==> src/rtl/tvm_mem_sched_pkg.sv <==
// Shared definitions for the VPI memory read scheduler: FSM state encoding and
// a small min helper used for burst sizing.
package tvm_mem_sched_pkg;

    typedef enum logic [1:0] {
        StIdle   = 2'd0,
        StIssue  = 2'd1,
        StStream = 2'd2,
        StDone   = 2'd3
    } sched_state_e;

    // Wide enough for any SIZE_WIDTH in use; callers truncate the result.
    function automatic logic [63:0] min_u(input logic [63:0] a, input logic [63:0] b);
        return (a < b) ? a : b;
    endfunction

endpackage

==> src/rtl/tvm_rr_arbiter.sv <==
// Round-robin pick: first asserted request at or after ptr, wrapping modulo
// NUM_CLIENTS. Produces a one-hot grant, its index, and a valid flag.
module tvm_rr_arbiter #(
    parameter int unsigned NUM_CLIENTS = 2,
    localparam int unsigned IdxW = (NUM_CLIENTS > 1) ? $clog2(NUM_CLIENTS) : 1
) (
    input  logic [NUM_CLIENTS-1:0] req,
    input  logic [IdxW-1:0]        ptr,
    output logic [NUM_CLIENTS-1:0] gnt,
    output logic [IdxW-1:0]        gnt_idx,
    output logic                   gnt_valid
);

    int unsigned cand;

    // Scan clients starting at ptr; the first hit wins.
    always_comb begin
        gnt       = '0;
        gnt_idx   = '0;
        gnt_valid = 1'b0;
        cand      = 0;
        for (int unsigned k = 0; k < NUM_CLIENTS; k++) begin
            cand = 32'(ptr) + k;
            if (cand >= NUM_CLIENTS) begin
                cand = cand - NUM_CLIENTS;
            end
            if (!gnt_valid && req[cand]) begin
                gnt_valid = 1'b1;
                gnt_idx   = IdxW'(cand);
            end
        end
        if (gnt_valid) begin
            gnt[gnt_idx] = 1'b1;
        end
    end

endmodule

==> src/rtl/tvm_vpi_mem_read_scheduler.sv <==
// Shares the host read-control channel of one memory interface among several
// requesters. Round-robin arbitration, splitting into bursts of at most
// MAX_BURST elements, and steering of read_en / read_data_valid to the winner.
module tvm_vpi_mem_read_scheduler
    import tvm_mem_sched_pkg::*;
#(
    parameter int unsigned NUM_CLIENTS = 2,
    parameter int unsigned ADDR_WIDTH  = 32,
    parameter int unsigned SIZE_WIDTH  = 32,
    parameter int unsigned MAX_BURST   = 16
) (
    input  logic                              clk,
    input  logic                              rst,
    input  logic [NUM_CLIENTS-1:0]            cl_req_valid,
    output logic [NUM_CLIENTS-1:0]            cl_req_ready,
    input  logic [NUM_CLIENTS*ADDR_WIDTH-1:0] cl_req_addr,
    input  logic [NUM_CLIENTS*SIZE_WIDTH-1:0] cl_req_size,
    input  logic [NUM_CLIENTS-1:0]            cl_data_ready,
    output logic [NUM_CLIENTS-1:0]            cl_data_valid,
    output logic [NUM_CLIENTS-1:0]            cl_done,
    output logic                              host_read_req,
    output logic [ADDR_WIDTH-1:0]             host_read_addr,
    output logic [SIZE_WIDTH-1:0]             host_read_size,
    output logic                              read_en,
    input  logic                              read_data_valid,
    output logic                              busy
);

    localparam int unsigned IdxW = (NUM_CLIENTS > 1) ? $clog2(NUM_CLIENTS) : 1;

    sched_state_e          state_q, state_d;
    logic [IdxW-1:0]       grant_q, grant_d;
    logic [IdxW-1:0]       rr_ptr_q, rr_ptr_d;
    logic [ADDR_WIDTH-1:0] cur_addr_q, cur_addr_d;
    logic [SIZE_WIDTH-1:0] remaining_q, remaining_d;
    logic [SIZE_WIDTH-1:0] burst_left_q, burst_left_d;

    logic [NUM_CLIENTS-1:0] arb_gnt;
    logic [IdxW-1:0]        arb_idx;
    logic                   arb_valid;
    logic [ADDR_WIDTH-1:0]  sel_addr;
    logic [SIZE_WIDTH-1:0]  sel_size;
    logic [SIZE_WIDTH-1:0]  burst_size;
    logic                   beat;

    tvm_rr_arbiter #(
        .NUM_CLIENTS(NUM_CLIENTS)
    ) u_arb (
        .req      (cl_req_valid),
        .ptr      (rr_ptr_q),
        .gnt      (arb_gnt),
        .gnt_idx  (arb_idx),
        .gnt_valid(arb_valid)
    );

    assign sel_addr   = cl_req_addr[32'(arb_idx) * ADDR_WIDTH +: ADDR_WIDTH];
    assign sel_size   = cl_req_size[32'(arb_idx) * SIZE_WIDTH +: SIZE_WIDTH];
    assign burst_size = SIZE_WIDTH'(min_u(64'(remaining_q), 64'(MAX_BURST)));
    assign beat       = read_en & read_data_valid;

    // State and datapath registers; reset drops any in-flight transfer.
    always_ff @(posedge clk) begin
        if (rst) begin
            state_q      <= StIdle;
            grant_q      <= '0;
            rr_ptr_q     <= '0;
            cur_addr_q   <= '0;
            remaining_q  <= '0;
            burst_left_q <= '0;
        end else begin
            state_q      <= state_d;
            grant_q      <= grant_d;
            rr_ptr_q     <= rr_ptr_d;
            cur_addr_q   <= cur_addr_d;
            remaining_q  <= remaining_d;
            burst_left_q <= burst_left_d;
        end
    end

    // Next-state and burst bookkeeping.
    always_comb begin
        state_d      = state_q;
        grant_d      = grant_q;
        rr_ptr_d     = rr_ptr_q;
        cur_addr_d   = cur_addr_q;
        remaining_d  = remaining_q;
        burst_left_d = burst_left_q;
        unique case (state_q)
            StIdle: begin
                if (arb_valid) begin
                    grant_d     = arb_idx;
                    cur_addr_d  = sel_addr;
                    remaining_d = sel_size;
                    state_d     = (sel_size == '0) ? StDone : StIssue;
                end
            end
            StIssue: begin
                burst_left_d = burst_size;
                state_d      = StStream;
            end
            StStream: begin
                // burst_left_q >= 1 and remaining_q >= burst_left_q here, so no underflow.
                if (beat) begin
                    burst_left_d = burst_left_q - 1'b1;
                    remaining_d  = remaining_q - 1'b1;
                    cur_addr_d   = cur_addr_q + 1'b1;
                    if (burst_left_q == SIZE_WIDTH'(1)) begin
                        state_d = (remaining_q == SIZE_WIDTH'(1)) ? StDone : StIssue;
                    end
                end
            end
            StDone: begin
                rr_ptr_d = (grant_q == IdxW'(NUM_CLIENTS - 1)) ? '0 : grant_q + 1'b1;
                state_d  = StIdle;
            end
            default: state_d = StIdle;
        endcase
    end

    // Outputs decoded from the current state; everything idles at zero.
    always_comb begin
        cl_req_ready   = '0;
        cl_data_valid  = '0;
        cl_done        = '0;
        host_read_req  = 1'b0;
        host_read_addr = '0;
        host_read_size = '0;
        read_en        = 1'b0;
        busy           = (state_q != StIdle);
        unique case (state_q)
            StIdle: begin
                // An accept during reset would be discarded, so do not advertise it.
                if (!rst) begin
                    cl_req_ready = arb_gnt;
                end
            end
            StIssue: begin
                host_read_req  = 1'b1;
                host_read_addr = cur_addr_q;
                host_read_size = burst_size;
            end
            StStream: begin
                read_en                = cl_data_ready[grant_q];
                cl_data_valid[grant_q] = read_data_valid;
            end
            StDone: begin
                cl_done[grant_q] = 1'b1;
            end
            default: ;
        endcase
    end

endmodule
==> config.mk <==
export PLATFORM = sky130hd
export DESIGN_NAME = tvm_vpi_mem_read_scheduler
export DESIGN_NICKNAME = d
export VERILOG_FILES = /design/src/rtl/tvm_mem_sched_pkg.sv /design/src/rtl/tvm_rr_arbiter.sv /design/src/rtl/tvm_vpi_mem_read_scheduler.sv
export SDC_FILE = /design/constraint.sdc
export NUM_CORES = 1
export LEC_CHECK = 0
export CAP_MARGIN = 20
export CORE_ASPECT_RATIO = 0.7
export CORE_MARGIN = 10
export CORE_UTILIZATION = 40
export CTS_BUF_LIST = sky130_fd_sc_hd__clkbuf_8
export DETAILED_ROUTE_END_ITERATION = 6
export GPL_ROUTABILITY_DRIVEN = 0
export MAX_ROUTING_LAYER = met4
export PLACE_DENSITY_LB_ADDON = 0.3
export SLEW_MARGIN = 30
export SYNTH_ARGS = -nofsm -noshare
export SYNTH_HDL_FRONTEND = slang
export SYNTH_SLANG_ARGS = --single-unit
==> constraint.sdc <==
create_clock -name clk -period 2.2 [get_ports clk]
set_input_delay 0.44 -clock clk [delete_from_list [all_inputs] [get_ports clk]]
set_output_delay 0.44 -clock clk [all_outputs]
set_load 0.01 [all_outputs]
# Yosys cells after proc, flatten, opt, wreduce, memory -nomap -nowiden

Cells that the tools add are included.

Flip-flop bits (word level): 100
Bits of input ports: 135

Multiplexer cells: 41
Reductions and logical operators: 13
$lt $le $gt $ge: 9
Add/subtract/negate cells: 7
Bitwise gates (word level): 2
Equal/unequal tests: 8
Shift operators: 2

Operators by type and width:

| kind                    | number |
|---|---|
| $mux W32                | 10 |
| $pmux W32 S2            | 3 |
| $shiftx A64 B7 Y32      | 2 |
| $eq A32 B1 Y1 const B   | 2 |
| $lt A32 B2 Y1 const B   | 2 |
| $sub A32 B1 Y32 const B | 2 |
| $add A32 B1 Y32 const B | 1 |
| $ge A32 B2 Y1 const B   | 1 |
| $logic_not A32 Y1       | 1 |
| $lt A32 B5 Y1 const B   | 1 |
| $sub A32 B2 Y32 const B | 1 |
| $mux W2                 | 10 |
| $mux W1                 | 15 |
| $pmux W2 S4             | 1 |
| $ne A2 B2 Y1 const B    | 3 |
| $reduce_and A3 Y1       | 2 |
| $reduce_bool A2 Y1      | 3 |
| $eq A2 B2 Y1 const B    | 2 |
| $lt A1 B2 Y1 const B    | 2 |
| $reduce_and A2 Y1       | 2 |
| $logic_and A1 B1 Y1     | 3 |
| $sub A1 B2 Y3 const B   | 1 |
| $add A1 B1 Y2 const B   | 1 |
| $and A2 B2 Y2           | 1 |
| other kinds (8)         | 10 |

# Depth between registers and ports, before layout

Gate-level depths: netlist of the first run.

Depth after elaboration: 15
Mapped depth: 8

# By module

Synthesis of the first run repeated with hierarchy kept, for this count alone.

Cells, all modules: 985
Area, all modules: 7,233.2 um2

Modules (own cells, without submodules):

| module                     | area an instance (um2) | cells an instance | times used | seq. area each (um2) |
|---|---|---|---|---|
| tvm_vpi_mem_read_scheduler | 7,200.7                | 980               | 1          | 2,001.9 |
| tvm_rr_arbiter             | 32.5                   | 5                 | 1          | 0.0 |

# Least setup slack after synthesis of the first run

Ideal clock, no wire load.

Kind: flip-flop to output port
Start point: register remaining_q[22]
End point: output port host_read_size[1]
Required time: 1.760 ns
Slack: -0.137 ns
Cell stages (with the launch flop): 5
Arrival time: 1.897 ns
Path through: dfxtp_1 or4_2 nor4_1 nand4_1 nor3_1

Cells in the longest elaborated chain, start to end: 3

RTL lines:

| what                   | line                              | source |
|---|---|---|
| start, declared        | tvm_vpi_mem_read_scheduler.sv:35  | `logic [SIZE_WIDTH-1:0] remaining_q, remaining_d;` |
| start signal, assigned | tvm_vpi_mem_read_scheduler.sv:75  | `remaining_q <= remaining_d;` |
| $lt A32 B5 Y1          | tvm_mem_sched_pkg.sv:14           | `return (a < b) ? a : b;` |
| $mux W32               | tvm_mem_sched_pkg.sv:14           |  |
| $mux W32               | tvm_vpi_mem_read_scheduler.sv:130 | `unique case (state_q)` |
| end, declared          | tvm_vpi_mem_read_scheduler.sv:23  | `output logic [SIZE_WIDTH-1:0] host_read_size,` |

No other way between the ends.

# Worst setup path after layout of the first run

Start point: register remaining_q[18]
End point: output port host_read_size[2]

Same word-level chain as after synthesis.

==> metrics.md, run 1 <==
| Metric | Value |
|---|---|
| Crit-path cells | or4_4, nor4_4, and4_4, and3_4, buf_6 |
| Initial drt markers | 1200 |
| Final setup margin | -0.4018 ns |
| RSZ-0062 raised after global routing | true |
| Max VDD drop | 0.3281 mV |
| Crit path from | remaining_q[18]$_SDFFE_PP0P_ |
| Leakage | 4.387 nW |
| Clk root buf | clkbuf_8 |
| I/O pins | 208 |
| PwrDens | 627.2 mW/mm^2 |
| DRT Pass-1 Iters | 6 |
| Total Power | 6.676 mW |
| Clock slew at reported path FFs | 0.11 ns |
| Pre-CTS setup slack | -0.5282 ns |
| Core ar. | 0.01806 mm^2 |
| CTS tree | done |
| Fraction of layout instances using a drive strength above 1 | 0.2096 |
| Top FF cell, synth | dfxtp_1 |
| Met2 wire len | 12980 um |
| Wire length per cell | 19.62 um |
| Fillers | 1697 |
| Clock tree buffer depth | 2 |
| Hold endpoint | burst_left_q[28]$_SDFFE_PP0P_ |
| First-pass GRT wire length | 47570 um |
| GRT Total Usage | 0.2434 |
| Largest net degree at the start of global routing | 77 |
| Syn Area/Cell | 7.372 um^2 |
| H-tree Lvls | 3 |
| Worst Hold Launch | burst_left_q[28]$_SDFFE_PP0P_ |
| Netlist cell types | 85 |
| Startpoint types | flip-flop |
| Yosys top cell by area | dfxtp_1 |
| Highest metal used | met4 |
| Seq cells post-synth | 100 |
| N_diodes | 0 |
| Fin crit period | 2.602 ns |
| Die ar. | 0.02435 mm^2 |
| Register area share after synthesis | 0.2716 |
| Crit path max fanout | 3 |
| R2r worst-path depth | 6 |
| # setup viols final | 5 |
| Most frequent cells in the layout | buf_4, clkdlybuf4s50_1, nor2_1, dfxtp_1, nand2_1 |
| Req. time, crit path | 1.76 ns |
| Die H | 133.6 um |
| Tcrit/Tclk final | 1.183 |
| Worst hold path class | reg -> reg |
| Tightest Pin Transition | 0.6768 ns |
| Final wirelength | 30000 um |
| Metal3 WL | 2768 um |
| CP Class | reg -> out |
| Failing checks | negative setup slack |
| Highest cell delay on the worst timing path | 0.54 ns |
| Syn Std Cell Area | 0.007372 mm^2 |
| CTS sink cnt | 100 |
| Syn-to-layout area delta | 44.38% |
| Hold depth | 1 |
| Antenna Nets Post-Route | 0 |
| Slowest cell on crit path | or4_4 |
| Routed vias | 9019 |
| Clock Skews | 0.01695 ns |
| Clock latency on the worst-skew pair | 0.38 ns |
| Die W | 182.3 um |
| Total CTS buffers | 9 |
| Arr. time, crit path | 2.16 ns |
| Top cells by area, synth | dfxtp_1, o21ai_0, nor2_1 |
| Max-Slew Margin vs Limit | 0.5446 |
| Reg-to-reg endpoint | remaining_q[29]$_SDFFE_PP0P_ |
| Cell count after synthesis | 1000 |
| DRC | 0 |
| Commonest non-fill, non-tap cell in the layout | buf_4 |
| Crit. End Element | output port |
| Max cap viols | 0 |
| Area share of the largest cell type after synthesis | 0.2716 |
| Global route total overflow | 0 |
| Final net count | 1428 |
| Detailed placement HPWL | 23090 um |
| R2R Setup Slk | 0.10 ns |
| FF-to-FF Start | remaining_q[18]$_SDFFE_PP0P_ |
| Row count | 41 |
| Met1 WL | 13670 um |
| Number of synthesized flops with an enable pin | 0 |
| Hold-fix buffers, CTS | 0 |
| Post-synth ARST share | 0 |
| Vias in the first global route | 8702 |
| Final hold vios | 0 |
| Initial antenna violation count | 0 |
| Status | finished with violations |
| Syn. warnings | 0 |
| Port-buffer cells | 180 |
| Final number of max-transition violations | 0 |
| Fmax | 0.3844 GHz |
| Starting Density | 0.4083 |
| Vias per std cell | 5.899 |
## synthesized netlist by cell type (all sizes together) (10+ instances only)
library cell    n
nor2           98
o21ai          78
mux2           14
o211ai         10
and2           31
buf            38
nand3          49
nor3           39
and3           22
nor4           42
or4            11
a31oi          19
dfxtp         100
inv            18
a21oi          62
a211oi         12
clkbuf         56
nand2          92
mux2i          26
nand4          25
## report_power, final
part	internal (mW)	total, mW	leakage [nW]	switching [mW]
logic	1.54	3.27	3.48	1.73
registers	2.04	2.26	0.823	0.217
clock network	0.426	1.15	0.0829	0.727
## logic make-up (layout without fill, tap and decap cells)
family / after synthesis / count (layout) / share of synthesized area
compound gates: 280 / 280 / 0.2512
xor+xnor: 9 / 9 / 0.01069
fa+ha+maj: 5 / 5 / 0.008486
buf+inv: 114 / 381 / 0.07722
flops: 100 / 100 / 0.2716
mux: 40 / 40 / 0.05669
other cells: 1 / 27 / 0.0005087
simple gates: 451 / 451 / 0.3237
## layout make-up
type,instances,area (um^2),share of cell area
Timing Repair Buffer,345,3063,0.2878
Clock buffer,9,123.9,0.01164
Multi-Input combinational cell,812,5014,0.4710
Tap cell,236,295.3,0.02774
Inverter,20,80.08,0.007523
Sequential cell,100,2011,0.1889
Clock inverter,7,57.56,0.005407
## through the flow
| step | area [um^2] | utilization | hold WS, ns | setup TNS [ns] | cells |
|---|---|---|---|---|---|
| 2_1_floorplan | 7502 | - | 0.4495 | -0.2264 | 1026 |
| 3_3_place_gp | 10420 | 0.5769 | 0.4651 | -8.949 | 1506 |
| 3_5_place_dp | 10420 | 0.5769 | 0.4734 | -11.13 | 1506 |
| 4_1_cts | 10670 | 0.5910 | 0.4925 | -2.113 | 1528 |
| 5_1_grt | 10640 | 0.5895 | 0.5178 | -2.447 | 1529 |
| 6_report | 10640 | 0.5895 | 0.4975 | -1.962 | 1529 |
## routing by layer
layer  GRT usage  vias to the layer above
li1            -                     4285
met1      0.3222                     4219
met2      0.3634                      476
met3     0.06169                       39
met4     0.05768                        0
met5           -                        -
## how the worst max path moves through the flow
stage | end | slack [ns] | cells past startpoint
after detailed placement | host_read_size[0] | -0.53 | 5
after global placement | host_read_size[0] | -0.49 | 5
after floorplan | host_read_size[1] | -0.06 | 4
final | host_read_size[2] | -0.40 | 5
after global routing | host_read_size[0] | -0.52 | 6
after CTS | host_read_size[3] | -0.43 | 5
## flip-flops by register name, indices dropped and copies added (netlist names)
name and cells:
rr_ptr_q 1, remaining_q 32, grant_q 1, cur_addr_q 32, state_q 2, burst_left_q 32
## critical path: cells and delay by family, from the launching register on
kind | cells | cell delay (ns)
AND/OR/NAND/NOR | 4 | 1.36
flip-flops | 1 | 0.33
buffers and inverters | 1 | 0.10
## repair_timing
action                                  4_1_cts  5_1_grt
resized for setup                            93       28
endpoints found under the setup margin       47       36
pin swaps                                     8        5
buffers inserted                              5        2
cloned                                        1        0
(Power assumes the default switching activity.)
==> run 2: changes to the inputs <==
--- a/config.mk
+++ b/config.mk
@@ -7,11 +7,10 @@
 export LEC_CHECK = 0
 export CAP_MARGIN = 20
 export CORE_ASPECT_RATIO = 0.7
-export CORE_MARGIN = 10
 export CORE_UTILIZATION = 40
 export CTS_BUF_LIST = sky130_fd_sc_hd__clkbuf_8
 export DETAILED_ROUTE_END_ITERATION = 6
-export GPL_ROUTABILITY_DRIVEN = 0
+export GPL_ROUTABILITY_DRIVEN = 1
 export MAX_ROUTING_LAYER = met4
 export PLACE_DENSITY_LB_ADDON = 0.3
 export SLEW_MARGIN = 30
==> run 2 against run 1 <==
The run still ends with negative setup slack left; sequential share of layout area fell by 0.36 points; final cell count rose by 0.78%; critical path depth rose by 1; first-iteration DRC count fell by 23%; count of clock-buffer cells in the layout rose by 1; global-route usage up 6.8 points; clock skew is 0.0047 ns lower; routed wire length decreased by 4.5%; largest power group unchanged; critical path type unchanged; combinational power about the same; final area grew 1.8%.
==> metrics.md, run 2 (same netlist as run 1, synthesis figures left out) <==
| Metric | Value |
|---|---|
| Commonest non-fill, non-tap cell in the layout | buf_4 |
| Routability cong. | 1.013 |
| Clock power frac | 0.182 (+0.009) |
| Wire length per cell | 18.58 um (-5.3%) |
| DRT Pass-1 Iters | 6 (unchanged) |
| Leakage | 4.490 nW (+2.3%) |
| FF-to-FF Start | remaining_q[21]$_SDFFE_PP0P_ |
| Final number of max-transition violations | 0 (unchanged) |
| Initial drt markers | 920 (-23%) |
| CP delay by family, top | simple AND/OR/NAND/NOR gates |
| Sequential share of power | 0.333 (-0.005) |
| RSZ-0062 raised after global routing | true |
| Vias per std cell | 5.916 (+0.29%) |
| # setup viols final | 7 (+2) |
| Largest net degree at the start of global routing | 61 (-21%) |
| N_diodes | 0 (unchanged) |
| CP Class | reg -> out |
| Crit path max fanout | 3 (unchanged) |
| Clock Skews | 0.01226 ns (-0.004689 ns) |
| Failing checks | negative setup slack |
| Crit-path cells | or4_4, nor4_4, buf_4, nand4_1, nor3_2, buf_2 |
| Core ar. | 0.01801 mm^2 (-0.28%) |
| Die W | 164.3 um (-9.9%) |
| Register Area | 0.002007 mm^2 (-0.19%) |
| Pre-CTS setup slack | -0.5172 ns (+0.01101 ns) |
| Startpoint types | flip-flop |
| Final hold vios | 0 (unchanged) |
| Req. time, crit path | 1.76 ns (about the same) |
| Max cap viols | 0 (unchanged) |
| Worst Hold Launch | rst |
| Clock latency on the worst-skew pair | 0.39 ns (about the same) |
| CP bufs+invs | 2 (+1) |
| Internal power | 4.137 mW (+3.3%) |
| GRT Total Usage | 0.3110 (+0.06756) |
| Fillers | 1623 (-4.4%) |
| Clock tree buffer depth | 2 (unchanged) |
| Routed vias | 9116 (+1.1%) |
| CTS sink cnt | 100 (unchanged) |
| Hold-fix buffers, CTS | 0 (unchanged) |
| Fin crit period | 2.754 ns (+0.1521 ns) |
| Total CTS buffers | 9 (unchanged) |
| Antenna Nets Post-Route | 0 (unchanged) |
| Final wirelength | 28640 um (-4.5%) |
| Die H | 115.6 um (-13%) |
| I/O pins | 208 (unchanged) |
| Psw | 2.616 mW (-2.0%) |
| Max VDD drop | 0.3217 mV (-1.9%) |
| Logic pwr share | 0.486 (-0.003) |
| Tcrit/Tclk final | 1.252 (+0.06915) |
| R2R Setup Slk | -0.10 ns (-0.20 ns) |
| Port-buffer cells | 180 (unchanged) |
| Vias in the first global route | 8322 (-4.4%) |
| H-tree Lvls | 3 (unchanged) |
| Sw Share | 0.3874 (-0.01245) |
| Tightest Pin Transition | 0.6976 ns (+0.02084 ns) |
| Highest cell delay on the worst timing path | 0.54 ns (about the same) |
| Global route total overflow | 0 (unchanged) |
| Final std cells w/o fill | 1541 (+0.78%) |
| Most frequent cells in the layout | buf_4, clkdlybuf4s50_1, nor2_1, dfxtp_1, nand2_1 |
| DRC | 0 (unchanged) |
| Row count | 41 (unchanged) |
| Slowest cell on crit path | or4_4 |
| Clock slew at reported path FFs | 0.10 ns (about the same) |
| Largest registers | burst_left_q (32), cur_addr_q (32), remaining_q (32) |
| Fraction of layout instances using a drive strength above 1 | 0.2023 (-0.007291) |
| Clk root buf | clkbuf_8 |
| Post-Place Cells | 1516 (+0.66%) |
| Area of the multi-input gates | 0.004997 mm^2 (-0.32%) |
| Die ar. | 0.01899 mm^2 (-22%) |
| Crit path from | remaining_q[21]$_SDFFE_PP0P_ |
| Worst hold path class | in -> reg |
| Final net count | 1441 (+0.91%) |
| PwrDens | 623.6 mW/mm^2 (-0.58%) |
| Fmax | 0.3631 GHz (-5.5%) |
| First-pass GRT wire length | 44470 um (-6.5%) |
| Arr. time, crit path | 2.31 ns (+0.15 ns) |
| Max-Slew Margin vs Limit | 0.5332 (-0.01145) |
| Initial antenna violation count | 0 (unchanged) |
| Final setup margin | -0.5539 ns (-0.1521 ns) |
| Detailed placement HPWL | 22300 um (-3.4%) |
| Starting Density | 0.4094 (+0.001163) |
| CTS tree | done |
| Crit. End Element | output port |
| Status | finished with violations |
| Syn-to-layout area delta | 46.91% |
[run 2: cell count changes in the layout (fill, tap and decap cells not counted), sizes merged]
cell | before | now
inv | 21 | 19
clkbuf | 22 | 11
buf | 173 | 182
clkinvlp | 3 | 2
bufinv | 0 | 1
clkdlybuf4s15 | 0 | 8
bufbuf | 1 | 0
dlygate4sd2 | 22 | 30
dlymetal6s2s | 1 | 2
[run 2: power by group through the flow]
stage                     Clock, mW  Combinational (mW)  Sequential, mW
final                          1.23                3.28            2.25
after global routing           1.30                3.54            2.28
after CTS                      1.23                3.20            2.24
after detailed placement          0                3.17            2.27
after global placement            0                3.14            2.27
after floorplan                   0                1.67            2.26
[run 2: layout make-up]
| cell class | instances | share of cell area |
|---|---|---|
| multi-input combinational | 812 | 0.4614 |
| timing repair buffer | 358 | 0.3013 |
| sequential | 100 | 0.1853 |
| tap | 236 | 0.02726 |
| clock buffer | 10 | 0.01271 |
| inverter | 20 | 0.007047 |
| clock inverter | 5 | 0.004968 |
[run 2: timing repair]
item                                    CTS  global route
gates resized for setup                  69            15
endpoints found under the setup margin   46            24
setup buffers                             8             3
pin swaps                                 7             8
[run 2: worst paths after layout]
check	endpoint	depth (start not counted)
worst min register to register	remaining_q[13]$_SDFFE_PP0P_	1
worst min-delay path	remaining_q[29]$_SDFFE_PP0P_	2
worst max register to register	state_q[1]$_SDFFE_PP0P_	7
worst max-delay path	host_read_size[1]	6
[run 2: through the flow]
| stage | utilization | power (mW) | hold WS, ns | instance area (um^2) | setup TNS [ns] |
|---|---|---|---|---|---|
| 2_1_floorplan | - | 3.926 | 0.4495 | 7502 | -0.2264 |
| 3_3_place_gp | 0.5855 | 5.409 | 0.4731 | 10540 | -10.54 |
| 3_5_place_dp | 0.5855 | 5.442 | 0.4770 | 10540 | -12.07 |
| 4_1_cts | 0.5989 | 6.661 | 0.4319 | 10780 | -3.021 |
| 5_1_grt | 0.6015 | 7.119 | 0.4350 | 10830 | -3.182 |
| 6_report | 0.6015 | 6.753 | 0.4455 | 10830 | -2.696 |
[run 2: worst register-to-register path: stages, from the launching register on]
cell and delay, ns:
dfxtp_1 0.32, or4_4 0.54, nor4_4 0.32, buf_4 0.17, nand4_1 0.21, buf_4 0.24, o2111a_1 0.25, o211ai_1 0.16
[run 2: routing by layer]
metal,vias up,wire length (um),track usage
met3,52,2959,0.06371
met5,-,0,-
li1,4309,-,-
met1,4248,12790,0.4146
met2,507,12190,0.4714
met4,0,703,0.09383
==> patch 1, RTL diff (config.mk and constraints of run 1) <==
Re-encode `sched_state_e` (4 states) as one-hot, 4 bits wide.
--- a/src/rtl/tvm_mem_sched_pkg.sv
+++ b/src/rtl/tvm_mem_sched_pkg.sv
@@ -2,11 +2,11 @@
 // a small min helper used for burst sizing.
 package tvm_mem_sched_pkg;
 
-    typedef enum logic [1:0] {
-        StIdle   = 2'd0,
-        StIssue  = 2'd1,
-        StStream = 2'd2,
-        StDone   = 2'd3
+    typedef enum logic [3:0] {
+        StIdle   = 4'b0001,
+        StIssue  = 4'b0010,
+        StStream = 4'b0100,
+        StDone   = 4'b1000
     } sched_state_e;
 
     // Wide enough for any SIZE_WIDTH in use; callers truncate the result.
Behaviour: no difference found for any inputs over 4 cycles, from zero or initial values and one cycle with rst high; so few cycles prove little.
==> patch 1 against run 1 <==
  * The run still ends with setup timing left
  * Non-clock buffer count up 45
  * Design area up 13%
  * Worst setup slack worse by 0.095 ns
  * Sequential cell count up 2
  * Area after synthesis up 1.4%
  * Routed wire length up 9.5%
  * Power up 41%
  * Count of clock-buffer cells in the layout up 3
  * Combinational power up 68%
  * Core utilization up 7.3 points
  * Critical path type unchanged
  * Largest power group unchanged
==> patch 1: results (changes against run 1) <==
Clocking:
- The H-tree depth reported by CTS is 3 (unchanged).
- The number of clock buffers inserted by TritonCTS came to 9 (unchanged).
- CTS placed an instance of clkbuf_8 at the clock tree root.
- The clock latency on the worst-skew pair came to 0.40 ns (+0.02 ns).
- The clock edge transition at the registers on the reported setup and hold paths is 0.11 ns (about the same).

Routing:
- The via total after detailed routing is 9498 (+5.3%).
- The detailed router's first-iteration violation count is 1325 (+10%).
- The sum of routed wire length over all layers is 32800 um (+9.5%).
- The detailed-routing iteration count for the pre-antenna-repair pass was 5 (-1).

Global routing:
- The initial antenna violation count is 1 (+1).
- The first-pass GRT wire length is 47900 um (+0.64%).
- The via count of the first global-routing pass was 8801 (+1.1%).
- The aggregate global-route resource usage is 24.5% (+0.12 points).
- The pin count of the biggest net entering global routing was 47 (-39%).

Critical path:
- The data arrival time of the critical path is 2.26 ns (+0.10 ns).
- The maximum fanout along the worst path came to 5 (+2).

Cells and area:
- In the final layout, the registers with the most flip-flops are burst_left_q (32), cur_addr_q (32), remaining_q (32).
- The post-layout net count came to 1478 (+3.5%).
- The fraction of final layout cells with drive strength greater than 1 came to 33.4% (+12 points).
- The total of fill cells in the finished design is 1500 (-12%).

Status:
- The run finished, with violations left.
- The checks that failed: setup timing.

Power and ir drop:
- The peak supply drop is 0.367 mV (+12%).
- The static leakage came to 0.00482 uW (+9.8%).

STA:
- The setup TNS is -7.13 ns (-5.17 ns).
- The setup violation total in the final timing report is 59 (+54).
- The transition time at the pin with the least slew margin is 0.621 ns (-0.0558 ns).
- The clock tree skew after final layout came to 0.0159 ns (-0.00101 ns).
- The post-route worst setup slack is -0.497 ns (-0.0954 ns).

Flow run:
- The number of maximum-capacitance violations was 0 (unchanged).

Logic synthesis:
- Sorting the synthesized cells by area gives the leading types as dfxtp_1, o21ai_0, a21oi_1.
- The total of warnings raised by yosys was 0 (unchanged).
- Ranked by instance count, the synthesized netlist is headed by dfxtp_1, o21ai_0, nor2_1.
- The number of distinct standard cells referenced by the synthesized netlist came to 79 (-7.1%).
- The share of the yosys chip area belonging to registers was 27.3% (+0.17 points).

Placed design:
- The placed wire-length estimate is 22600 um (-2.3%).
- The count of port buffers added during placement is 180 (unchanged).

Hold path:
- The path class of the tightest hold or removal check is input pin to flip-flop.
==> patch 1: cell count changes in the layout (fill, tap and decap cells not counted), sizes merged, moves of 14 or more <==
cell / run 1 / this run
dlygate4sd2: 22 / 0
buf: 173 / 250
a21oi: 62 / 76
nand2: 92 / 73
nor2: 98 / 77
o21ai: 78 / 97
==> patch 1: worst max-delay path, cell delays in order, from the launching register on <==
cell	delay, ns
dfxtp_2	0.34
or4_4	0.53
or2_4	0.26
nor4b_4	0.24
buf_4	0.19
and3_4	0.19
buf_6	0.10
==> patch 1: cell type report <==
cell class	count	area, um2	area share (%)
well taps	236	295	2.45
repair buffers	390	3810	31.6
flip-flops and latches	102	2060	17.1
multi-input cells	818	5590	46.4
diodes	1	2.50	0.0208
inverters	17	76.3	0.634
clock buffers	12	165	1.37
clock inverters	3	42.5	0.353
==> patch 1: layer usage <==
metal	vias to the layer above	global-route usage (%)	part of all wire (%)
met3	58	5.37	10
li1	4446	-	-
met4	0	5.58	2.0
met2	569	37.6	45
met5	-	-	0
met1	4425	32.1	42
==> patch 1: repair_timing <==
item | in CTS | in global routing
gates cloned | 1 | 10
gates resized for setup | 236 | 235
setup buffers | 12 | 39
hold endpoints to repair | 0 | 0
endpoints found under the setup margin | 56 | 120
pin swaps | 17 | 65
==> patch 1: where the power goes <==
group / switching (uW) / internal, uW / total (uW)
Combinational: 2720 / 2770 / 5490
Sequential: 390 / 2210 / 2600
Clock: 701 / 612 / 1310
==> patch 1: final timing paths <==
kind                                        from                 to  slack, ns  cells past startpoint
worst min register to register  burst_left_q[29]   burst_left_q[29]       0.49                      1
worst max register to register        state_q[3]   burst_left_q[24]      -0.14                      7
worst max-delay path             remaining_q[23]  host_read_size[3]      -0.50                      6
worst min-delay path                         rst     cur_addr_q[25]       0.47                      3
==> patch 1: cells by family (layout without fill, tap and decap cells) <==
family / count (synthesis) / count (layout) / synth area share, %
compound gates: 311 / 311 / 26.5
xor+xnor: 2 / 2 / 0.234
fa+ha+maj: 5 / 5 / 0.837
buf+inv: 119 / 422 / 7.63
flops: 102 / 102 / 27.3
mux: 45 / 45 / 6.31
other cells: 1 / 28 / 0.0502
simple gates: 428 / 428 / 31.1
==> patch 1: through the flow <==
step           util, %  hold slack (ns)  area, um2  instances  setup WS, ns
2_1_floorplan        -            0.434       7580       1039        -0.105
3_3_place_gp      57.7            0.454      10500       1513        -0.510
3_5_place_dp      57.7            0.472      10500       1513        -0.519
4_1_cts           59.6            0.421      10800       1541        -0.555
5_1_grt           66.3            0.470      12000       1579        -0.577
6_report          66.3            0.465      12000       1579        -0.497
==> patch 2, RTL diff (flow settings as in run 1) <==
Made on the original files. Change the parameter `ADDR_WIDTH` from 32 to 64.
--- a/src/rtl/tvm_vpi_mem_read_scheduler.sv
+++ b/src/rtl/tvm_vpi_mem_read_scheduler.sv
@@ -5,7 +5,7 @@
     import tvm_mem_sched_pkg::*;
 #(
     parameter int unsigned NUM_CLIENTS = 2,
-    parameter int unsigned ADDR_WIDTH  = 32,
+    parameter int unsigned ADDR_WIDTH  = 64,
     parameter int unsigned SIZE_WIDTH  = 32,
     parameter int unsigned MAX_BURST   = 16
 ) (
Interface: changed (resized cl_req_addr and host_read_addr); port bits go from 208 to 304. No check against the original RTL was run, so the function may have changed too.
==> patch 2 against run 1 <==
  * Routed wire length up 54%
  * Design area rose by 45%
  * Worst setup slack worse by 0.23 ns
  * Count of clock-buffer cells in the layout grew 11
  * Area after synthesis up 29%
  * Register-to-register slack got worse by 0.31 ns
  * Largest cell class unchanged
  * Sequential cell count rose by 32
  * Sequential share of layout area is 1.5 points lower
  * The run still ends with setup timing left
  * Highest routed layer unchanged
  * Power rose by 42%
==> patch 2: results (changes against run 1) <==
Cells and area:
- The number of antenna repair diodes is 1 (+1).
- The portion of the layout cell area used by clock cells is 2.66% (+0.96 points).
- The number of multi-input combinational cells is 1149 (+42%).

Routing:
- The routed via count divided by cell count is 5.94 (+0.77%).
- The sum of met2 wire segment lengths after detailed routing is 20200 um (+56%).
- The sum of routed wire length over all layers came to 46300 um (+54%).

STA:
- The setup violation total in the final timing report is 25 (+20).
- The post-route worst setup slack is -0.629 ns (-0.227 ns).
- The worst slew margin relative to its limit came to 56.3% (+1.9 points).

Clocking:
- The clock edge transition at the registers on the reported setup and hold paths is 0.08 ns (-0.03 ns).
- The number of clock buffers inserted by TritonCTS is 17 (+8).

Logic synthesis:
- After synthesis, the cell types taking the most area are dfxtp_1, nand2_1, a21oi_1.
- The xor/xnor cell area share of the yosys netlist is 0.829% (-0.24 points).
- The share of the yosys chip area belonging to registers is 27.8% (+0.65 points).
- The number of distinct standard cells referenced by the synthesized netlist is 70 (-18%).

Global routing:
- The first-pass GRT wire length is 68900 um (+45%).
- The initial antenna violation count was 1 (+1).
- The met1 usage is 39.1% (+6.9 points).
- The aggregate global-route resource usage was 29.0% (+4.7 points).

Critical path:
- The maximum fanout along the worst path is 5 (+2).
- The delay contributed by the slowest stage of the critical path came to 0.44 ns (-0.10 ns).
- The data arrival time of the critical path is 2.39 ns (+0.23 ns).

Status:
- The checks that failed: setup timing.
- The run finished, with violations left.

Placed design:
- The placed standard-cell area was 14200 um2 (+37%).
[patch 2: worst paths after layout]
check | end | slack (ns) | cells past startpoint
hold / removal | grant_q | 0.47 | 4
hold reg to reg | burst_left_q[17] | 0.48 | 1
setup reg to reg | remaining_q[30] | -0.21 | 8
setup / recovery | host_read_size[2] | -0.63 | 6
[patch 2: what timing repair did]
action	in CTS	in global routing
cloned	2	0
setup endpoints to repair	113	136
pin swaps	45	44
buffers inserted	16	12
gates resized for setup	204	172
[patch 2: metrics by stage]
| stage | util [%] | setup TNS, ns | hold slack, ns | setup slack, ns |
|---|---|---|---|---|
| floorplan | - | -0.839 | 0.424 | -0.169 |
| global placement | 60.6 | -15.59 | 0.443 | -0.649 |
| detailed placement | 60.6 | -20.81 | 0.447 | -0.691 |
| CTS | 64.0 | -5.39 | 0.463 | -0.613 |
| global route | 65.5 | -7.13 | 0.473 | -0.684 |
| finish | 65.5 | -4.92 | 0.474 | -0.629 |
